<file path="src/rtl/alu_issue_ctrl_if.sv">
// Request/response handshake bundle between an issuing agent and alu_issue_ctrl.
// master = request producer / response consumer; slave = alu_issue_ctrl.
interface alu_issue_ctrl_if;
    logic        req_valid;
    logic        req_ready;
    logic [5:0]  req_op;
    logic [5:0]  req_funct;
    logic [4:0]  req_rs;
    logic [4:0]  req_rt;
    logic [4:0]  req_rd;
    logic [4:0]  req_shamt;
    logic [15:0] req_imm;
    logic        resp_valid;
    logic        resp_ready;
    logic [31:0] resp_result;
    logic [2:0]  resp_flags;
    logic        resp_wb;
    logic        resp_wb_sel;

    modport master (
        output req_valid, req_op, req_funct, req_rs, req_rt, req_rd, req_shamt, req_imm, resp_ready,
        input  req_ready, resp_valid, resp_result, resp_flags, resp_wb, resp_wb_sel
    );
    modport slave (
        input  req_valid, req_op, req_funct, req_rs, req_rt, req_rd, req_shamt, req_imm, resp_ready,
        output req_ready, resp_valid, resp_result, resp_flags, resp_wb, resp_wb_sel
    );
endinterface

</file>
<file path="src/rtl/alu_issue_ctrl.sv">
// Issues one MIPS-encoded operation at a time to an external ALU, waits a fixed
// latency, writes the result back into a 2-entry register file and returns a response.
module alu_issue_ctrl #(
    parameter int ALU_LAT = 1,
    parameter int CNT_W   = 16
) (
    input  logic              clk,
    input  logic              rst,
    alu_issue_ctrl_if.slave   bus,
    input  logic              load_en,
    input  logic              load_sel,
    input  logic [31:0]       load_data,
    output logic [31:0]       instruction,
    output logic [31:0]       reg_a,
    output logic [31:0]       reg_b,
    input  logic [31:0]       alu_result,
    input  logic [2:0]        alu_flags,
    output logic [31:0]       r0_q,
    output logic [31:0]       r1_q,
    output logic [CNT_W-1:0]  op_count
);
    typedef enum logic [1:0] {IDLE, EXEC, WB, RESP} state_t;
    localparam logic [3:0] LAT_INIT = 4'(ALU_LAT);

    state_t      state, state_nxt;
    logic [3:0]  lat_cnt;
    logic [31:0] r0, r1;
    logic        wb_en, wb_sel;
    logic        req_wb_en, req_wb_sel;
    logic [31:0] req_word;

    // Destination decode: R-type writes rd, selected ALU-immediate opcodes write rt.
    always_comb begin
        req_wb_en  = 1'b0;
        req_wb_sel = 1'b0;
        if (bus.req_op == 6'h00) begin
            req_wb_en  = 1'b1;
            req_wb_sel = |bus.req_rd;
        end else begin
            case (bus.req_op)
                6'h08, 6'h09, 6'h0C, 6'h0D, 6'h0E: begin
                    req_wb_en  = 1'b1;
                    req_wb_sel = |bus.req_rt;
                end
                default: req_wb_en = 1'b0;
            endcase
        end
        req_word = (bus.req_op == 6'h00)
                 ? {6'b0, bus.req_rs, bus.req_rt, bus.req_rd, bus.req_shamt, bus.req_funct}
                 : {bus.req_op, bus.req_rs, bus.req_rt, bus.req_imm};
    end

    always_ff @(posedge clk or posedge rst) begin
        if (rst) state <= IDLE;
        else     state <= state_nxt;
    end

    always_comb begin
        state_nxt = state;
        case (state)
            IDLE: if (bus.req_valid)     state_nxt = EXEC;
            EXEC: if (lat_cnt == 4'd1)   state_nxt = WB;
            WB:                          state_nxt = RESP;
            RESP: if (bus.resp_ready)    state_nxt = IDLE;
            default:                     state_nxt = IDLE;
        endcase
    end

    always_comb begin
        bus.req_ready  = (state == IDLE);
        bus.resp_valid = (state == RESP);
    end

    always_ff @(posedge clk or posedge rst) begin
        if (rst) begin
            instruction     <= '0;
            lat_cnt         <= '0;
            r0              <= '0;
            r1              <= '0;
            wb_en           <= 1'b0;
            wb_sel          <= 1'b0;
            bus.resp_result <= '0;
            bus.resp_flags  <= '0;
            bus.resp_wb     <= 1'b0;
            bus.resp_wb_sel <= 1'b0;
            op_count        <= '0;
        end else begin
            case (state)
                IDLE: begin
                    // A preload in the accepting cycle lands before EXEC, so the op sees it.
                    if (load_en) begin
                        if (load_sel) r1 <= load_data;
                        else          r0 <= load_data;
                    end
                    if (bus.req_valid) begin
                        instruction <= req_word;
                        lat_cnt     <= LAT_INIT;
                        wb_en       <= req_wb_en;
                        wb_sel      <= req_wb_sel;
                    end
                end
                EXEC: begin
                    lat_cnt <= lat_cnt - 4'd1;
                    if (lat_cnt == 4'd1) begin
                        bus.resp_result <= alu_result;
                        bus.resp_flags  <= alu_flags;
                    end
                end
                WB: begin
                    if (wb_en) begin
                        if (wb_sel) r1 <= bus.resp_result;
                        else        r0 <= bus.resp_result;
                    end
                    bus.resp_wb     <= wb_en;
                    bus.resp_wb_sel <= wb_en & wb_sel;
                    op_count        <= op_count + CNT_W'(1);
                end
                default: ;
            endcase
        end
    end

    assign reg_a = r0;
    assign reg_b = r1;
    assign r0_q  = r0;
    assign r1_q  = r1;
endmodule
</file>
<file path="src/flat_wrapper.sv">
// flat-port wrapper written by rule: the top's interface ports become plain ports
module alu_issue_ctrl_flat 
#(
    parameter int ALU_LAT = 1,
    parameter int CNT_W   = 16
)
  (clk, rst, load_en, load_sel, load_data, instruction, reg_a, reg_b, alu_result, alu_flags, r0_q, r1_q, op_count, bus_req_valid, bus_req_op, bus_req_funct, bus_req_rs, bus_req_rt, bus_req_rd, bus_req_shamt, bus_req_imm, bus_resp_ready, bus_req_ready, bus_resp_valid, bus_resp_result, bus_resp_flags, bus_resp_wb, bus_resp_wb_sel);
  alu_issue_ctrl_if bus_i ();
  input  logic clk;
  input  logic rst;
  input  logic load_en;
  input  logic load_sel;
  input  logic [31:0] load_data;
  output logic [31:0] instruction;
  output logic [31:0] reg_a;
  output logic [31:0] reg_b;
  input  logic [31:0] alu_result;
  input  logic [2:0] alu_flags;
  output logic [31:0] r0_q;
  output logic [31:0] r1_q;
  output logic [CNT_W-1:0] op_count;
  input wire logic [$bits(bus_i.req_valid)-1:0] bus_req_valid;
  input wire logic [$bits(bus_i.req_op)-1:0] bus_req_op;
  input wire logic [$bits(bus_i.req_funct)-1:0] bus_req_funct;
  input wire logic [$bits(bus_i.req_rs)-1:0] bus_req_rs;
  input wire logic [$bits(bus_i.req_rt)-1:0] bus_req_rt;
  input wire logic [$bits(bus_i.req_rd)-1:0] bus_req_rd;
  input wire logic [$bits(bus_i.req_shamt)-1:0] bus_req_shamt;
  input wire logic [$bits(bus_i.req_imm)-1:0] bus_req_imm;
  input wire logic [$bits(bus_i.resp_ready)-1:0] bus_resp_ready;
  output wire logic [$bits(bus_i.req_ready)-1:0] bus_req_ready;
  output wire logic [$bits(bus_i.resp_valid)-1:0] bus_resp_valid;
  output wire logic [$bits(bus_i.resp_result)-1:0] bus_resp_result;
  output wire logic [$bits(bus_i.resp_flags)-1:0] bus_resp_flags;
  output wire logic [$bits(bus_i.resp_wb)-1:0] bus_resp_wb;
  output wire logic [$bits(bus_i.resp_wb_sel)-1:0] bus_resp_wb_sel;
  assign bus_i.req_valid = bus_req_valid;
  assign bus_i.req_op = bus_req_op;
  assign bus_i.req_funct = bus_req_funct;
  assign bus_i.req_rs = bus_req_rs;
  assign bus_i.req_rt = bus_req_rt;
  assign bus_i.req_rd = bus_req_rd;
  assign bus_i.req_shamt = bus_req_shamt;
  assign bus_i.req_imm = bus_req_imm;
  assign bus_i.resp_ready = bus_resp_ready;
  assign bus_req_ready = bus_i.req_ready;
  assign bus_resp_valid = bus_i.resp_valid;
  assign bus_resp_result = bus_i.resp_result;
  assign bus_resp_flags = bus_i.resp_flags;
  assign bus_resp_wb = bus_i.resp_wb;
  assign bus_resp_wb_sel = bus_i.resp_wb_sel;
  alu_issue_ctrl #(.ALU_LAT(ALU_LAT), .CNT_W(CNT_W)) u_core (.clk(clk), .rst(rst), .bus(bus_i), .load_en(load_en), .load_sel(load_sel), .load_data(load_data), .instruction(instruction), .reg_a(reg_a), .reg_b(reg_b), .alu_result(alu_result), .alu_flags(alu_flags), .r0_q(r0_q), .r1_q(r1_q), .op_count(op_count));
endmodule
</file>
<file path="config.mk">
export PLATFORM = sky130hd
export DESIGN_NAME = alu_issue_ctrl_flat
export DESIGN_NICKNAME = d
export VERILOG_FILES = /design/src/rtl/alu_issue_ctrl_if.sv /design/src/rtl/alu_issue_ctrl.sv /design/src/flat_wrapper.sv
export SDC_FILE = /design/constraint.sdc
export NUM_CORES = 1
export LEC_CHECK = 0
export ABC_AREA = 1
export CORE_MARGIN = 4
export CORE_UTILIZATION = 30
export CTS_CLUSTER_DIAMETER = 120
export CTS_CLUSTER_SIZE = 40
export DETAILED_ROUTE_END_ITERATION = 16
export SLEW_MARGIN = 20
export SYNTH_ARGS = -nofsm -noshare
export SYNTH_HDL_FRONTEND = slang
export SYNTH_SLANG_ARGS = --single-unit
</file>
<file path="constraint.sdc">
create_clock -name clk -period 4.9 [get_ports clk]
set_input_delay 0.49 -clock clk [delete_from_list [all_inputs] [get_ports clk]]
set_output_delay 0.49 -clock clk [all_outputs]
set_load 0.05 [all_outputs]
</file>
After elaboration in Yosys (flattened, before gate mapping)

Index checks and enable logic that the tools add are counted.

$add $sub $neg: 2
$mul: 0
Divide/modulo/power cells: 0
Order comparisons: 0
Equality and inequality tests: 18
Shifts and indexed selects: 0
Muxes and demuxes: 21
Bitwise gates (word level): 1
Reductions and logical operators: 13

Operator list:

| operator              | number |
|---|---|
| $mux 32               | 9 |
| $pmux 32 s2           | 2 |
| $eq 6x4->1 const B    | 5 |
| $add 16x1->16 const B | 1 |
| $reduce_or 5->1       | 3 |
| $ne 2x2->1 const B    | 6 |
| $reduce_and 5->1      | 2 |
| $pmux 2 s4            | 1 |
| $pmux 4 s2            | 1 |
| $logic_not 6->1       | 1 |
| $mux 2                | 3 |
| $ne 2x1->1 const B    | 3 |
| $reduce_and 2->1      | 3 |
| $eq 2x2->1 const B    | 2 |
| $eq 4x1->1 const B    | 1 |
| $mux 1                | 4 |
| $mux 4                | 1 |
| $reduce_bool 2->1     | 2 |
| $sub 4x1->4 const B   | 1 |
| $reduce_and 3->1      | 1 |
| $eq 2x1->1 const B    | 1 |
| $logic_not 2->1       | 1 |
| $and 1x1->1           | 1 |

Flip-flop bits (word level): 157
Latch bits: 0
Memory bits (writable): 0
ROM bits: 0
Output and inout port bits: 215
Logic and storage cells: 67
Memories kept: 0

Depth between registers and ports, before layout

Gate-level depths: netlist of run 1.

Depth after elaboration: 4
Gate-level depth with buffers: 11
Depth with buffers taken out: 9

Worst setup path after synthesis of run 1

Ideal clock, no wire load.

Path kind: register to register
From: register u_core.state[0]
To: register u_core.r0[0], in the netlist u_core.r0_q[0]
Library setup time: 0.119 ns
Arrival time: 1.765 ns
Required time: 4.781 ns
Setup slack: 3.015 ns
Cell stages (with the launch flop): 11
Path buffers: 1
Period minus slack after synthesis: 1.885 ns
Path through: dfrtp_1 inv_1 ha_1 inv_2 nand2_2 o21ai_2 nor2_4 nand2_4 buf_6 nand2_1 nand2_1

Word-level cells in the longest chain between the ends: 3

RTL lines:

| item                                                      | RTL line              | source |
|---|---|---|
| start: declaration                                        | alu_issue_ctrl.sv:25  | `state_t state, state_nxt;` |
| start signal: assignment                                  | alu_issue_ctrl.sv:55  | `else state <= state_nxt;` |
| $logic_not 2->1 (*)                                       | n/a                   |  |
| named net bus_req_ready                                   | flat_wrapper.sv:31    | `output wire logic [$bits(bus_i.req_ready)-1:0] bus_req_ready;` |
| $ne 2x2->1 (no line) or $reduce_bool 2->1 (tied branches) | n/a                   |  |
| $reduce_and 5->1 (no line)                                | n/a                   |  |
| end signal: assignment                                    | alu_issue_ctrl.sv:93  | `else r0 <= load_data;` |
| end signal: assignment                                    | alu_issue_ctrl.sv:112 | `else r0 <= bus.resp_result;` |
| end: declaration                                          | alu_issue_ctrl.sv:27  | `logic [31:0] r0, r1;` |

Mark *: on every way through the listed nets, which the timed path passes. The rest lies on a longest branch.
A chain may end at the register's enable or synchronous reset.

Worst setup path after layout of run 1

From: register u_core.state[0]
To: register u_core.r0[0], in the netlist u_core.r0_q[0]

Word-level cells in the longest chain between the ends: 3

RTL lines:

| item                                          | RTL line             | source |
|---|---|---|
| $eq 2x2->1 or $logic_not 2->1 (tied branches) | alu_issue_ctrl.sv:88 | `case (state)` |
| $ne 2x2->1 (no line) (tied with other cells)  | n/a                  |  |
| $reduce_and 5->1 (no line)                    | n/a                  |  |

Several ways; a longest one is shown, not always the timed one.

==> flow_metrics.env, run 1 <==
export IMPL_total_number_of_vias=6766
export IMPL_timing_setup_tns_ns=0
export IMPL_outcome="completed"
export IMPL_io_pins=336
export IMPL_post_route_period_util=0.696
export IMPL_grt_first_pass_wirelength_mm=37.6
export IMPL_worst_setup_path_endpoint="u_core.r0_q[0]$_DFFE_PP0P_"
export IMPL_largest_net_degree_at_the_start_of_global_routing=71
export IMPL_synthesized_instance_count=960
export IMPL_first_iter_violations=413
export IMPL_antenna_violations_before_repair=0
export IMPL_endpoints_failing_setup=0
export IMPL_avgViaCountPerCell=4.34
export IMPL_synth_top_cells_by_count="368 x nand2_1, 157 x dfrtp_1, 111 x inv_1"
export IMPL_cts_post_setup_buffers_inserted=0
export IMPL_grt_setup_unrepaired="no"
export IMPL_synth_async_reset_ratio=1.00
export IMPL_dp_hpwl_mm=18.3
export IMPL_fin_worst_skew_ns=0.0191
export IMPL_post_synth_num_cell_types=27
export IMPL_route_final_wire_length_mm=24.1
export IMPL_slew_worst_pin_ns=0.958
export IMPL_avgSynthCellArea_um2=7.92
export IMPL_port_bufs=335
export IMPL_wl_per_cell_um=15.5
export IMPL_synth_seq_area_share=0.517
export IMPL_synth_nets=1088
export IMPL_worstSetupPathType="register to register"
export IMPL_timing_hold_worst_class="register to register"
export IMPL_ys_dominant_reg_cell="dfrtp_1"
export IMPL_critPathRequiredTime_ns=5.20
export IMPL_dieArea_um2=28000
export IMPL_clkSlewWorstSetupHoldPaths_ns=0.07
export IMPL_syn_to_final_growth_pct=49.3
export IMPL_drive_above_1_share=0.0399
export IMPL_insertedDiodeCount=0
export IMPL_synth_edf_count=0
export IMPL_track_usage=0.169
export IMPL_worst_setup_path_start_kind="register"
export IMPL_crit_reg2reg_capture="u_core.r0_q[0]$_DFFE_PP0P_"
export IMPL_cts_repair_resize_count=0
export IMPL_placementRows=58
export IMPL_synthesis_area_um2=7610
export IMPL_cts_sinks=157
export IMPL_regToRegStartpoint="u_core.state[0]$_DFFE_PP0P_"
export IMPL_die_y_um=167
export IMPL_hold_viol=0
export IMPL_worstPathArrival_ns=3.71
export IMPL_start_util=0.304
export IMPL_finalCriticalPeriod_ns=3.41
export IMPL_max_clock_freq_mhz=293
export IMPL_r2r_slack_ns=1.49
export IMPL_worst_skew_pair_late_latency_ns=0.43
export IMPL_h_tree_depth=4
export IMPL_cts_root_buf="clkbuf_16"
export IMPL_maxCapViolCount=0
export IMPL_first_global_vias=6557
export IMPL_residual_overflow_from_global_routing=0
export IMPL_die_width_um=167
export IMPL_slew_headroom=0.361
export IMPL_synth_ff_latch_count=157
export IMPL_ctsHoldBuffers=0
export IMPL_synthDominantAreaCellType="dfrtp_1"
export IMPL_clock_path_buffers=2
export IMPL_cts_inserted_buffers=17
export IMPL_timing_critical_path_to_type="register"
export IMPL_final_max_slew_violation_count=0
export IMPL_fin_nets=1343
export IMPL_gp_congestion=0.793
export IMPL_cp_startpoint="u_core.state[0]$_DFFE_PP0P_"
export IMPL_drt_pass1_iter_count=5
export IMPL_yosys_cell_count_top_type="nand2_1"
export IMPL_synth_warning_count=0
export IMPL_tritoncts="built"
export IMPL_synth_top_area_frac=0.517
export IMPL_ant_nets=0
export IMPL_core_area_um2=25000
export IMPL_synth_top_cells_by_area="dfrtp_1 52%, nand2_1 18%, buf_4 7.0%"
export IMPL_drcViolationCount=0
export IMPL_reg2reg_depth=9
export IMPL_timing_critical_path_fanout_max=43
-- registers in the layout, indices dropped and copies added, names as in the netlist --
signal                  count
u_core.bus.resp_flags       3
u_core.bus.resp_result     32
u_core.bus.resp_wb          1
u_core.bus.resp_wb_sel      1
u_core.instruction         32
u_core.lat_cnt              4
u_core.op_count            16
u_core.r0_q                32
u_core.r1_q                32
u_core.state                2
u_core.wb_en                1
u_core.wb_sel               1
-- stage by stage --
step / instances / utilization / cell area, um^2 / hold WS, ns / setup WS (ns)
final: 1558 / 0.453 / 11400 / 0.482 / 1.49
after global routing: 1558 / 0.453 / 11400 / 0.504 / 1.18
after CTS: 1558 / 0.453 / 11300 / 0.489 / 1.46
after detailed placement: 1526 / 0.428 / 10700 / 0.468 / 1.49
after global placement: 1526 / 0.428 / 10700 / 0.464 / 1.58
after floorplan: 960 / - / 7610 / 0.471 / 0.175
-- routing by layer --
| layer | part of all wire | global-route usage | vias up | wire length, um |
|---|---|---|---|---|
| met3 | 0.067 | 0.0432 | 20 | 1610 |
| met1 | 0.42 | 0.213 | 3135 | 10100 |
| li1 | - | - | 3393 | - |
| met5 | 0 | 0 | - | 0 |
| met2 | 0.50 | 0.292 | 218 | 12100 |
| met4 | 0.013 | 0.0434 | 0 | 314 |
-- cell type report --
class	count	area, um^2
fillers	2509	13700
flip-flops and latches	157	3930
repair buffers	340	3390
multi-input cells	586	2570
clock buffers	18	439
inverters	113	432
well taps	330	413
clock inverters	14	176
-- cell families (layout without fill, tap and decap cells) --
| group | after synthesis | in the layout | share of synthesized area |
|---|---|---|---|
| buffers and inverters | 217 | 485 | 0.148 |
| AND/OR/NAND/NOR | 465 | 465 | 0.243 |
| adder cells (fa/ha/maj) | 7 | 7 | 0.0115 |
| flip-flops | 157 | 157 | 0.517 |
| XOR/XNOR | 10 | 10 | 0.0115 |
| AO/OA/AOI/OAI | 104 | 104 | 0.0694 |
-- worst max-delay path, cell delays in order, from the launching register on --
cell,delay (ns)
dfrtp_1,0.41
inv_1,0.11
ha_2,0.78
inv_4,0.34
nand2_2,0.22
o21ai_2,0.09
nor2_4,0.64
nand2_4,0.39
nand2_1,0.16
nand2_1,0.07
-- worst min-delay path by stage --
stage,startpoint,end,slack (ns),depth (start not counted)
after global routing,u_core.instruction[30]$_DFFE_PP0P_,u_core.instruction[30]$_DFFE_PP0P_,0.50,2
after floorplan,u_core.wb_sel$_DFFE_PP0P_,u_core.wb_sel$_DFFE_PP0P_,0.47,2
after CTS,u_core.instruction[27]$_DFFE_PP0P_,u_core.instruction[27]$_DFFE_PP0P_,0.49,2
after global placement,u_core.instruction[17]$_DFFE_PP0P_,u_core.instruction[17]$_DFFE_PP0P_,0.46,2
final,u_core.instruction[27]$_DFFE_PP0P_,u_core.instruction[27]$_DFFE_PP0P_,0.48,2
after detailed placement,u_core.instruction[24]$_DFFE_PP0P_,u_core.instruction[24]$_DFFE_PP0P_,0.47,2
-- cell usage in the layout, fill, tap and decap left out, types with 7 or more instances in the layout --
cell type	count
xor2_1	7
dfrtp_1	157
o21ai_0	96
clkdlybuf4s50_1	335
nand4_1	7
nand2_1	368
clkbuf_16	17
inv_1	110
nand3_1	44
nor2_1	36
Power of run 1 is left out: the tool's default activity adds up to more than one toggle a clock period on the data nets, which glitch-free logic cannot reach.
==> run 2: changes to the inputs <==
==> constraint.sdc (replaced) <==
create_clock -name clk -period 3.3 [get_ports clk]
set_input_delay 0.33 -clock clk [delete_from_list [all_inputs] [get_ports clk]]
set_output_delay 0.33 -clock clk [all_outputs]
set_load 0.05 [all_outputs]
==> flow_metrics.env, run 2 (synthesized netlist as in run 1, its figures left out) <==
export IMPL_critical_path_cell_count=3
export IMPL_tritoncts="built"
export IMPL_routed_wl_met3_mm=1.57
export IMPL_drt_pass1_iter_count=5
export IMPL_drive_above_1_share=0.0438
export IMPL_commonest_cells_after_routing_fill_and_taps_aside="368 x nand2_1, 335 x clkdlybuf4s50_1, 157 x dfrtp_1, 110 x inv_1, 96 x o21ai_0"
export IMPL_crit_family="buffers and inverters"
export IMPL_worst_skew_pair_late_latency_ns=0.42
export IMPL_slew_headroom=0.522
export IMPL_wl_per_cell_um=15.1
export IMPL_cts_post_setup_buffers_inserted=0
export IMPL_maxCapViolCount=0
export IMPL_routedLengthMet1_mm=10.0
export IMPL_timing_hold_worst_class="input port to async pin"
export IMPL_avgViaCountPerCell=4.27
export IMPL_reg2reg_depth=8
export IMPL_worstPathArrival_ns=2.12
export IMPL_dieArea_um2=28000
export IMPL_worstPathBufferInverterCount=2
export IMPL_worst_setup_path_endpoint="bus_req_ready"
export IMPL_h_tree_depth=4
export IMPL_hold_viol=0
export IMPL_largest_net_degree_at_the_start_of_global_routing=115
export IMPL_cts_inserted_buffers=17
export IMPL_regToRegStartpoint="u_core.state[0]$_DFFE_PP0P_"
export IMPL_timing_setup_tns_ns=0
export IMPL_r2r_slack_ns=0.91
export IMPL_cts_root_buf="clkbuf_16"
export IMPL_path_cells="inv_1 -> ha_1 -> clkdlybuf4s50_1"
export IMPL_cts_sinks=157
export IMPL_slew_worst_pin_ns=0.716
export IMPL_grt_first_pass_wirelength_mm=37.7
export IMPL_cts_repair_resize_count=0
export IMPL_route_final_wire_length_mm=23.6
export IMPL_fin_nets=1349
export IMPL_port_bufs=335
export IMPL_total_number_of_vias=6689
export IMPL_cp_startpoint="u_core.state[0]$_DFFE_PP0P_"
export IMPL_met2_wirelength_mm=11.5
export IMPL_first_iter_violations=314
export IMPL_fin_worst_skew_ns=0.0135
export IMPL_clkSlewWorstSetupHoldPaths_ns=0.07
export IMPL_finalCriticalPeriod_ns=2.45
export IMPL_first_global_vias=6677
export IMPL_gp_congestion=0.817
export IMPL_crit_reg2reg_capture="u_core.r1_q[31]$_DFFE_PP0P_"
export IMPL_io_pins=336
export IMPL_endpoints_failing_setup=0
export IMPL_dp_hpwl_mm=17.9
export IMPL_worst_setup_path_start_kind="register"
export IMPL_grt_setup_unrepaired="no"
export IMPL_placementRows=58
export IMPL_max_clock_freq_mhz=408
export IMPL_timing_critical_path_slowest_stage_cell="clkdlybuf4s50_1"
export IMPL_layout_cells_most_common="nand2_1"
export IMPL_start_util=0.304
export IMPL_delay_contributed_by_the_slowest_stage_of_the_critical_path_ns=0.89
export IMPL_ant_nets=0
export IMPL_syn_to_final_growth_pct=49.6
export IMPL_residual_overflow_from_global_routing=0
export IMPL_final_max_slew_violation_count=0
export IMPL_clock_path_buffers=2
export IMPL_timing_critical_path_to_type="output port"
export IMPL_critPathRequiredTime_ns=2.97
export IMPL_worstSetupPathType="register to output port"
export IMPL_ctsHoldBuffers=0
export IMPL_timing_critical_path_fanout_max=6
export IMPL_outcome="completed"
export IMPL_post_route_period_util=0.743
export IMPL_track_usage=0.168
export IMPL_antenna_violations_before_repair=1
export IMPL_die_y_um=167
export IMPL_drcViolationCount=0
export IMPL_core_area_um2=25000
export IMPL_route_top_layer_used="met4"
export IMPL_die_width_um=167
run 2: cell count changes in the layout (fill, tap and decap cells not counted), moves of 2 or more:
| cell | before | now |
|---|---|---|
| clkinv_4 | 3 | 1 |
| buf_4 | 5 | 10 |
| inv_6 | 6 | 9 |
| clkinv_2 | 0 | 2 |
run 2: worst reg2reg max path: stages, from the launching register on:
cell	delay, ns
dfrtp_1	0.38
inv_1	0.09
ha_2	0.21
buf_4	0.28
nand2_1	0.17
nand3_2	0.56
buf_4	0.45
nand2_1	0.06
o21ai_0	0.07
run 2: how the worst min path moves through the flow:
| stage | startpoint | endpoint | depth (start not counted) |
|---|---|---|---|
| 5_1_grt | bus_req_rs[1] | u_core.instruction[22]$_DFFE_PP0P_ | 3 |
| 3_5_place_dp | u_core.instruction[15]$_DFFE_PP0P_ | u_core.instruction[15]$_DFFE_PP0P_ | 2 |
| 4_1_cts | bus_req_rs[4] | u_core.instruction[25]$_DFFE_PP0P_ | 3 |
| 2_1_floorplan | bus_req_rt[0] | u_core.instruction[16]$_DFFE_PP0P_ | 2 |
| 3_3_place_gp | u_core.bus.resp_wb$_DFFE_PP0P_ | u_core.bus.resp_wb$_DFFE_PP0P_ | 2 |
| 6_report | rst | u_core.bus.resp_result[0]$_DFFE_PP0P_ | 3 |
run 2: final cells by class:
class,count,area (um^2)
clock buffers,17,425
inverters,113,430
flip-flops and latches,157,3930
diodes,1,2.50
well taps,330,413
multi-input cells,586,2560
repair buffers,346,3450
fillers,2482,13700
clock inverters,15,169
run 2: stage by stage:
| step | setup WS, ns | cell area, um^2 | cells | util | hold slack (ns) |
|---|---|---|---|---|---|
| after global placement | 0.911 | 10800 | 1532 | 0.431 | 0.454 |
| after floorplan | 0.983 | 7610 | 960 | - | 0.440 |
| final | 0.848 | 11400 | 1565 | 0.454 | 0.423 |
| after detailed placement | 0.820 | 10800 | 1532 | 0.431 | 0.465 |
| after global routing | 0.601 | 11400 | 1565 | 0.454 | 0.431 |
| after CTS | 0.811 | 11400 | 1564 | 0.454 | 0.426 |
run 2: metal layers:
layer  track usage  up-vias
met5             0        -
li1              -     3402
met4        0.0575        0
met1         0.205     3062
met2         0.285      198
met3        0.0486       27
Power of run 2 is left out for the same reason.
==> run 3: changes to the inputs <==
==> constraint.sdc (replaced) <==
create_clock -name clk -period 2.2 [get_ports clk]
set_input_delay 0.22 -clock clk [delete_from_list [all_inputs] [get_ports clk]]
set_output_delay 0.22 -clock clk [all_outputs]
set_load 0.05 [all_outputs]
==> flow_metrics.env, run 3 (synthesized netlist as in run 1, its figures left out) <==
export IMPL_io_pins=336
export IMPL_placementRows=58
export IMPL_dieArea_um2=28000
export IMPL_crit_reg2reg_capture="u_core.r0_q[13]$_DFFE_PP0P_"
export IMPL_routed_wl_met3_mm=1.53
export IMPL_place_inst=1544
export IMPL_die_width_um=167
export IMPL_worstPathArrival_ns=1.81
export IMPL_core_area_um2=25000
export IMPL_grt_setup_unrepaired="no"
export IMPL_avgViaCountPerCell=4.33
export IMPL_endpoints_failing_setup=0
export IMPL_wl_per_cell_um=15.1
export IMPL_timing_critical_path_fanout_max=3
export IMPL_reg2reg_depth=9
export IMPL_max_clock_freq_mhz=492
export IMPL_total_number_of_vias=6824
export IMPL_regToRegStartpoint="u_core.state[1]$_DFFE_PP0P_"
export IMPL_r2r_slack_ns=0.33
export IMPL_start_util=0.304
export IMPL_critPathRequiredTime_ns=1.98
export IMPL_fin_nets=1361
export IMPL_post_route_period_util=0.924
export IMPL_ant_nets=0
export IMPL_drcViolationCount=0
export IMPL_met2_wirelength_mm=11.7
export IMPL_cts_post_setup_buffers_inserted=0
export IMPL_largest_net_degree_at_the_start_of_global_routing=71
export IMPL_clkSlewWorstSetupHoldPaths_ns=0.07
export IMPL_worstSetupPathType="register to output port"
export IMPL_fillerInstances=2471
export IMPL_gp_congestion=0.819
export IMPL_first_iter_violations=372
export IMPL_grt_first_pass_wirelength_mm=37.5
export IMPL_timing_critical_path_to_type="output port"
export IMPL_cp_startpoint="u_core.state[1]$_DFFE_PP0P_"
export IMPL_worst_setup_path_endpoint="bus_resp_valid"
export IMPL_fin_worst_skew_ns=0.0102
export IMPL_outcome="completed"
export IMPL_dp_hpwl_mm=18.2
export IMPL_residual_overflow_from_global_routing=0
export IMPL_track_usage=0.167
export IMPL_tritoncts="built"
export IMPL_cts_inserted_buffers=17
export IMPL_worst_setup_path_start_kind="register"
export IMPL_route_top_layer_used="met4"
export IMPL_commonest_cells_after_routing_fill_and_taps_aside="368 x nand2_1, 334 x clkdlybuf4s50_1, 157 x dfrtp_1, 110 x inv_1, 96 x o21ai_0"
export IMPL_h_tree_depth=4
export IMPL_post_layout_nonfiller_instances=1577
export IMPL_syn_to_final_growth_pct=51.8
export IMPL_ctsHoldBuffers=0
export IMPL_drive_above_1_share=0.0538
export IMPL_maxCapViolCount=0
export IMPL_cts_repair_resize_count=0
export IMPL_die_y_um=167
export IMPL_worst_skew_pair_late_latency_ns=0.41
export IMPL_route_final_wire_length_mm=23.8
export IMPL_first_global_vias=6667
export IMPL_cts_root_buf="clkbuf_16"
export IMPL_final_core_util=0.461
export IMPL_slew_worst_pin_ns=0.678
export IMPL_slew_headroom=0.547
export IMPL_final_max_slew_violation_count=0
export IMPL_cts_sinks=157
export IMPL_port_bufs=335
export IMPL_hold_worst_slack_ns=0.256
export IMPL_timing_hold_worst_class="input port to async pin"
export IMPL_finalCriticalPeriod_ns=2.03
export IMPL_hold_viol=0
export IMPL_layout_cells_most_common="nand2_1"
export IMPL_drt_pass1_iter_count=4
export IMPL_antenna_violations_before_repair=1
export IMPL_clock_path_buffers=2
export IMPL_routedLengthMet1_mm=10.1
run 3: changes by cell type in the layout (fill, tap and decap cells not counted), sizes merged:
cell	change
buf	+13
clkbuf	+2
clkdlybuf4s50	-1
clkinv	-1
clkinvlp	+5
inv	-6
run 3: worst max-delay path, stage by stage, from the launching register on:
cell and delay, ns:
dfrtp_1 0.38, ha_1 0.18, clkdlybuf4s50_1 0.83
run 3: metal layers:
| layer | vias to the layer above | global-route usage |
|---|---|---|
| met5 | - | 0 |
| met4 | 0 | 0.0582 |
| met3 | 27 | 0.0413 |
| met2 | 226 | 0.285 |
| met1 | 3131 | 0.207 |
| li1 | 3440 | - |
run 3: cell type report:
type                    instances  area, um^2  area share
diodes                          1        2.50    0.000217
clock inverters                13         155      0.0134
well taps                     330         413      0.0358
repair buffers                358        3600       0.312
clock buffers                  19         453      0.0392
inverters                     113         430      0.0373
flip-flops and latches        157        3930       0.340
multi-input cells             586        2560       0.222
run 3: how the worst min path moves through the flow:
| stage | cells after the start | startpoint | end |
|---|---|---|---|
| 2_1_floorplan | 2 | bus_req_rt[0] | u_core.instruction[16]$_DFFE_PP0P_ |
| 3_3_place_gp | 2 | u_core.instruction[15]$_DFFE_PP0P_ | u_core.instruction[15]$_DFFE_PP0P_ |
| 3_5_place_dp | 2 | u_core.instruction[30]$_DFFE_PP0P_ | u_core.instruction[30]$_DFFE_PP0P_ |
| 4_1_cts | 2 | rst | u_core.bus.resp_flags[1]$_DFFE_PP0P_ |
| 5_1_grt | 2 | rst | u_core.bus.resp_flags[1]$_DFFE_PP0P_ |
| 6_report | 2 | rst | u_core.bus.resp_flags[1]$_DFFE_PP0P_ |
run 3: metrics by stage:
| step | area, um^2 | setup TNS, ns | setup WS, ns |
|---|---|---|---|
| CTS | 11500 | 0 | 0.116 |
| detailed placement | 10900 | 0 | 0.401 |
| global route | 11500 | 0 | 0.0480 |
| finish | 11500 | 0 | 0.166 |
| floorplan | 7610 | -1.08 | -0.00688 |
| global placement | 10900 | 0 | 0.420 |
Power of run 3 is left out for the same reason.
